[src/rtl/mips_pkg.sv]
// Shared definitions for the multicycle MIPS core: fetch FSM states, reset vector and
// the opcode / function-code constants that fetch and control both decode against.
package mips_pkg;

   typedef enum logic [1:0] {
      StIdle  = 2'd0,
      StFetch = 2'd1,
      StHold  = 2'd2,
      StHalt  = 2'd3
   } fetch_state_e;

   localparam logic [31:0] RESET_VECTOR_DEFAULT = 32'hBFC0_0000;

   // Primary opcodes (instr[31:26])
   localparam logic [5:0] OP_SPECIAL = 6'h00;
   localparam logic [5:0] OP_REGIMM  = 6'h01;
   localparam logic [5:0] OP_J       = 6'h02;
   localparam logic [5:0] OP_JAL     = 6'h03;
   localparam logic [5:0] OP_BEQ     = 6'h04;
   localparam logic [5:0] OP_BNE     = 6'h05;
   localparam logic [5:0] OP_BLEZ    = 6'h06;
   localparam logic [5:0] OP_BGTZ    = 6'h07;
   localparam logic [5:0] OP_ADDIU   = 6'h09;
   localparam logic [5:0] OP_SLTI    = 6'h0A;
   localparam logic [5:0] OP_SLTIU   = 6'h0B;
   localparam logic [5:0] OP_ANDI    = 6'h0C;
   localparam logic [5:0] OP_ORI     = 6'h0D;
   localparam logic [5:0] OP_XORI    = 6'h0E;
   localparam logic [5:0] OP_LUI     = 6'h0F;
   localparam logic [5:0] OP_LW      = 6'h23;
   localparam logic [5:0] OP_SW      = 6'h2B;

   // SPECIAL function codes (instr[5:0])
   localparam logic [5:0] FN_SLL  = 6'h00;
   localparam logic [5:0] FN_SRL  = 6'h02;
   localparam logic [5:0] FN_SRA  = 6'h03;
   localparam logic [5:0] FN_JR   = 6'h08;
   localparam logic [5:0] FN_JALR = 6'h09;
   localparam logic [5:0] FN_ADD  = 6'h20;
   localparam logic [5:0] FN_ADDU = 6'h21;
   localparam logic [5:0] FN_SUBU = 6'h23;
   localparam logic [5:0] FN_AND  = 6'h24;
   localparam logic [5:0] FN_OR   = 6'h25;
   localparam logic [5:0] FN_XOR  = 6'h26;
   localparam logic [5:0] FN_SLT  = 6'h2A;
   localparam logic [5:0] FN_SLTU = 6'h2B;

   // REGIMM b_code values (instr[20:16])
   localparam logic [4:0] BC_BLTZ   = 5'h00;
   localparam logic [4:0] BC_BGEZ   = 5'h01;
   localparam logic [4:0] BC_BLTZAL = 5'h10;
   localparam logic [4:0] BC_BGEZAL = 5'h11;

endpackage

[src/rtl/instr_fetch.sv]
// Instruction fetch stage: owns the PC, reads one word per instruction over an
// Avalon-style bus, and holds the instruction register and its decoded fields
// steady for control/datapath until the datapath asks for the next one.
module instr_fetch
   import mips_pkg::*;
#(
   parameter logic [31:0] RESET_VECTOR = RESET_VECTOR_DEFAULT
) (
   input  logic        clk,
   input  logic        reset_n,
   output logic [31:0] avm_address,
   output logic        avm_read,
   input  logic [31:0] avm_readdata,
   input  logic        avm_waitrequest,
   input  logic [31:0] pc_next,
   input  logic        advance,
   output logic        instr_valid,
   output logic [31:0] instr,
   output logic [5:0]  opcode,
   output logic [5:0]  function_code,
   output logic [4:0]  b_code,
   output logic [4:0]  rs,
   output logic [4:0]  rt,
   output logic [4:0]  rd,
   output logic [4:0]  shamt,
   output logic [15:0] imm16,
   output logic [25:0] instr_index,
   output logic [31:0] pc,
   output logic [31:0] pc_plus4,
   output logic        halted,
   output logic        fetch_fault
);

   fetch_state_e state_q, state_d;
   logic [31:0]  pc_q, pc_d;
   logic [31:0]  instr_q, instr_d;
   logic         fault_q, fault_d;

   // State registers; reset drops avm_read immediately and discards any pending read.
   always_ff @(posedge clk or negedge reset_n) begin
      if (!reset_n) begin
         state_q <= StIdle;
         pc_q    <= RESET_VECTOR;
         instr_q <= 32'h0;
         fault_q <= 1'b0;
      end else begin
         state_q <= state_d;
         pc_q    <= pc_d;
         instr_q <= instr_d;
         fault_q <= fault_d;
      end
   end

   // Next-state: advance only has effect in StHold; StHalt is absorbing until reset.
   always_comb begin
      state_d = state_q;
      pc_d    = pc_q;
      instr_d = instr_q;
      fault_d = fault_q;
      unique case (state_q)
         StIdle: begin
            state_d = StFetch;
         end
         StFetch: begin
            if (!avm_waitrequest) begin
               instr_d = avm_readdata;
               state_d = StHold;
            end
         end
         StHold: begin
            if (advance) begin
               if (pc_next == 32'h0) begin
                  // Jump to 0 is the software halt convention.
                  pc_d    = 32'h0;
                  state_d = StHalt;
               end else if (pc_next[1:0] != 2'b00) begin
                  // Misaligned target: keep the faulting instruction's PC for diagnosis.
                  fault_d = 1'b1;
                  state_d = StHalt;
               end else begin
                  pc_d    = pc_next;
                  state_d = StFetch;
               end
            end
         end
         StHalt: begin
            state_d = StHalt;
         end
         default: begin
            state_d = StHalt;
         end
      endcase
   end

   // Outputs come straight from registers; no path from advance or avm_readdata.
   always_comb begin
      avm_read    = (state_q == StFetch);
      avm_address = pc_q;
      instr_valid = (state_q == StHold);
      halted      = (state_q == StHalt);
      fetch_fault = fault_q;
      pc          = pc_q;
      pc_plus4    = pc_q + 32'd4;
      instr       = instr_q;
   end

   // Field extraction is plain slicing of the instruction register.
   always_comb begin
      opcode        = instr_q[31:26];
      rs            = instr_q[25:21];
      rt            = instr_q[20:16];
      b_code        = instr_q[20:16];
      rd            = instr_q[15:11];
      shamt         = instr_q[10:6];
      function_code = instr_q[5:0];
      imm16         = instr_q[15:0];
      instr_index   = instr_q[25:0];
   end

endmodule

[config.mk]
export PLATFORM = sky130hd
export DESIGN_NAME = instr_fetch
export DESIGN_NICKNAME = d
export VERILOG_FILES = /design/src/rtl/mips_pkg.sv /design/src/rtl/instr_fetch.sv
export SDC_FILE = /design/constraint.sdc
export NUM_CORES = 1
export LEC_CHECK = 0
export ABC_CLOCK_PERIOD_IN_PS = 1690
export BUFFER_PORTS_ARGS = -buffer_cell sky130_fd_sc_hd__buf_2
export CAP_MARGIN = 20
export CORE_AREA = 2 2 108 110
export DETAILED_ROUTE_END_ITERATION = 12
export DIE_AREA = 0 0 110 112
export PLACE_DENSITY_LB_ADDON = 0.2
export SKIP_CTS_REPAIR_TIMING = 1
export SLEW_MARGIN = 20
export SYNTH_ARGS = -nofsm -noshare
export SYNTH_HDL_FRONTEND = slang
export SYNTH_SLANG_ARGS = --single-unit
[constraint.sdc]
create_clock -name clk -period 1.69 [get_ports clk]
set_input_delay 0.0845 -clock clk [delete_from_list [all_inputs] [get_ports clk]]
set_output_delay 0.0845 -clock clk [all_outputs]
set_load 0.02 [all_outputs]
== After elaboration in Yosys (flattened, before gate mapping) ==
Cells that the tools add are included.

* Mux-type cells: 7
* Bitwise gates (word level): 2
* Reductions and logical operators: 7
* Equality and inequality tests: 6
* Add/subtract/negate cells: 1

{| class="wikitable"
|+ Operator list
! kind !! number
|-
| 32-bit two-way mux || 2
|-
| 32-bit by 3-bit adder with 32-bit output (second input constant) || 1
|-
| 32-bit logical NOT || 1
|-
| 2-bit two-way mux || 4
|-
| 2-bit case mux with 4 select lines || 1
|-
| 2-bit != test (second input constant) || 3
|-
| 2-bit equality test (second input constant) || 2
|-
| 2-bit AND reduction || 2
|-
| 4-bit AND reduction || 1
|-
| 3-bit AND reduction || 1
|-
| 2-bit by 1-bit equality test with 1-bit output (second input constant) || 1
|-
| 2-bit logical NOT || 1
|-
| 1-bit inverter || 2
|-
| 2-bit nonzero test || 1
|}

* Word-level logic and storage cells: 27
* Output and inout bits: 211
* Input port bits: 68
* Register bits: 67

== Depth between registers and ports, before layout ==
* Word-level depth: 5
* Mapped depth: 6
* Mapped depth without buffers: 5

== Worst setup path before layout ==
Ideal clock, no wire load.

* Path kind: register to output
* From: reg pc_q[2] (netlist: avm_address[2])
* To: out pc_plus4[18]
* Arrival time: 1,808 ps
* Cell stages (with the launch flop): 7
* Required time: 1,605 ps
* Setup slack: -203 ps
* Buffers on the path: 1
* Cell sequence: dfrtp_1 ha_1 and4_1 and3_1 buf_4 nand4_1 xnor2_1

* Longest elaborated chain between the ends: 1

{| class="wikitable"
|+ RTL lines
! item !! RTL line !! text
|-
| start, declared || instr_fetch.sv:35 || <nowiki>logic [31:0] pc_q, pc_d;</nowiki>
|-
| start signal, assigned || instr_fetch.sv:48 || <nowiki>pc_q <= pc_d;</nowiki>
|-
| 32-bit by 3-bit adder with 32-bit output || instr_fetch.sv:103 || <nowiki>pc_plus4 = pc_q + 32'd4;</nowiki>
|-
| end, declared || instr_fetch.sv:29 || <nowiki>output logic [31:0] pc_plus4,</nowiki>
|}

Every way passes these cells.

== Worst setup path after layout ==
* From: reg pc_q[23] (netlist: avm_address[23])
* To: out pc_plus4[28]

Same word-level chain as after synthesis.

==> impl_metrics.yaml <==
synthesis:
  synth_cell_types: 31
  syn_area_um2: 4070
  synth_top_area_share_pct: 35.7
  yosysSeqAreaShare_pct: 41.5
  ys_async_sr_fraction_pct: 100
  postSynthCellCount: 359
  yosys_warnings: 0
  synth_edf_count: 0
  avgSynthCellArea_um2: 11.3
  yosys-top-cells-area: "dfrtp_1, buf_4, mux2_2"
  synth-seq-cells: 67
  yosys.area.top_type: "dfrtp_1"
  post-synth-top-count-cell: "buf_4"
  synth_nets: 428
  synthTopCellsByCount: "buf_4, dfrtp_1, mux2_2"
  synth_ff_type: "dfrtp_1"
sta:
  hold_ws_ps: -1.44
  slew_headroom_pct: 74.2
  final.setup.tns_ps: -3920
  finClkSkew_ps: 5.69
  fmax_mhz: 511
  setup_viol: 20
  worst_slew_pin_slew_ps: 383
  min_period_ps: 1960
  finalCritPeriodShare_pct: 116
  hold_viol: 1
  setup_ws_ps: -265
  rsz0062_at_grt: "true"
  slew_violations: 0
critical_path:
  cp-end-kind: "output port"
  r2r_cells: 6
  crit_family: "flip-flops"
  cp_cell_sequence: "nand2_2 -> nor3_4 -> buf_6 -> nand4_1 -> xnor2_2 -> buf_4"
  critPathKind: "reg -> out"
  cp_num_cells: 6
  cpPeakStageDelay_ps: 530
  slowest_stage: "dfstp_2"
  cp_num_buf_inv: 2
  arrival_ps: 1870
  crit_fanout: 5
  critical_path_required_ps: 1610
  start_kind: "flop"
clocking:
  ctsRootBufferMaster: "clkbuf_16"
  tritoncts: "done"
  insertion_delay_ps: 330
  clk_pin_slew_ps: 50
  cts_max_level: 3
  cts_made_buffers: 9
  ctsLongestPathBuffers: 2
  clock_sink_count: 67
final_layout:
  nFillCells: 1037
  drive_gt1_share_pct: 70.8
  area_delta_synth_final_pct: 45.2
  antenna_cells: 0
  layout.nets: 670
  post-route-util_pct: 52.8
  instances_no_fill: 749
drt:
  vias: 3372
  drc: 0
  postRouteAntennaNets: 0
  drtPass1Iterations: 4
  viasPerCell: 4.50
  wl_per_cell_um: 14.4
  drt-total-wl_um: 10800
  drtIter0Drc: 127
die:
  core_um2: 11200
  rows: 39
  die_area_um2: 12300
  start_util_pct: 36.4
  die_h_um: 112
  dieWidth_um: 110
  pin_count: 279
power_and_ir_drop:
  p_per_area_nw_per_um2: 1370
  ir_drop_v: 0.00101
  power.leakage_uw: 0.00336
worst_hold_path:
  hold_class: "in -> reg"
  whs_path_depth: 2
outcome:
  violations: "negative hold slack, negative setup slack"
  status: "finished, violations left"
placement:
  dpl.hpwl_um: 8030
  place_inst: 691
  port_buffers: 278
  gp_congestion: 0.763
  dp_slack_ps: -100
grt:
  grt_pass1_wl_um: 15500
  grt_max_degree: 68
  antenna_found_initial: 0
  grt_pass1_vias: 2983
  grt-ovfl-total: 0
  track_usage_pct: 16.5
flow_run:
  maxCapViolCount: 0
-- flip-flops by register name, summed over array words and instances, names as in the netlist --
register / count
avm_address: 32
fetch_fault: 1
state_q: 2
instr: 32
-- stage by stage --
step / area (um^2) / hold slack, ps / power, uW
floorplan: 4190 / -211 / 5770
global placement: 5120 / 130 / 6260
detailed placement: 5120 / 134 / 6290
CTS: 5390 / -222 / 8050
global route: 5900 / 1.45 / 8510
finish: 5900 / -1.44 / 8080
-- per-layer routing --
metal	up-vias	GRT usage (%)	wire length [um]
li1	1618	-	-
met4	0	7.00	110
met2	125	25.4	5340
met5	-	0	0
met1	1619	22.1	4710
met3	10	3.63	643
-- worst paths after layout --
| path | start | endpoint | slack, ps |
|---|---|---|---|
| hold reg to reg | fetch_fault$_DFFE_PN0P_ | fetch_fault$_DFFE_PN0P_ | 490 |
| min in group asynchronous | reset_n | avm_address[0]$_DFFE_PN0P_ | 310 |
| setup / recovery | avm_address[23]$_DFFE_PN1P_ | pc_plus4[28] | -270 |
| setup reg to reg | state_q[0]$_DFFE_PN0P_ | avm_address[4]$_DFFE_PN0P_ | 180 |
| hold / removal | pc_next[7] | avm_address[7]$_DFFE_PN0P_ | -1 |
| max in group asynchronous | reset_n | avm_address[23]$_DFFE_PN1P_ | 1040 |
-- power breakdown --
part / internal, uW / switching (uW) / total, uW
sequential: 2020 / 373 / 2400
combinational: 1480 / 2490 / 3960
clock: 1070 / 654 / 1720
-- area by class of cell --
cell class              instances  area [um^2]  area share, %
clock buffers                  14          264           4.47
clock inverters                 2         10.0          0.170
inverters                       3         11.3          0.191
multi-input cells             165         1580           26.8
flip-flops and latches         67         1690           28.6
well taps                     143          179           3.03
repair buffers                355         2170           36.7
-- cell families after synthesis --
group           Yosys count  synth area share [%]
mux                      62                  17.2
compound gates            4                 0.646
simple gates             70                  10.8
xor+xnor                 28                  6.03
flops                    67                  41.5
buf+inv                 127                  23.5
fa+ha+maj                 1                 0.308
-- layout by cell type (no fill, tap or decap), drive strengths merged --
cell,Yosys,layout
nor2,5,5
a21oi,1,1
dfstp,9,9
inv,3,3
nand2,10,10
and2,3,3
o22ai,1,1
nor4,8,8
ha,1,1
and3,8,8
dfrtp,58,58
mux2,62,62
o21a,1,1
nor3,3,3
nand4b,2,2
nor2b,3,3
clkinv,0,2
nand3,8,8
nand4,13,13
buf,123,317
clkbuf,1,14
dlygate4sd3,0,38
xnor2,24,24
o21bai,1,1
nand2b,1,1
xor2,4,4
and4,6,6
No activity file was read; power rests on OpenSTA's default activity.
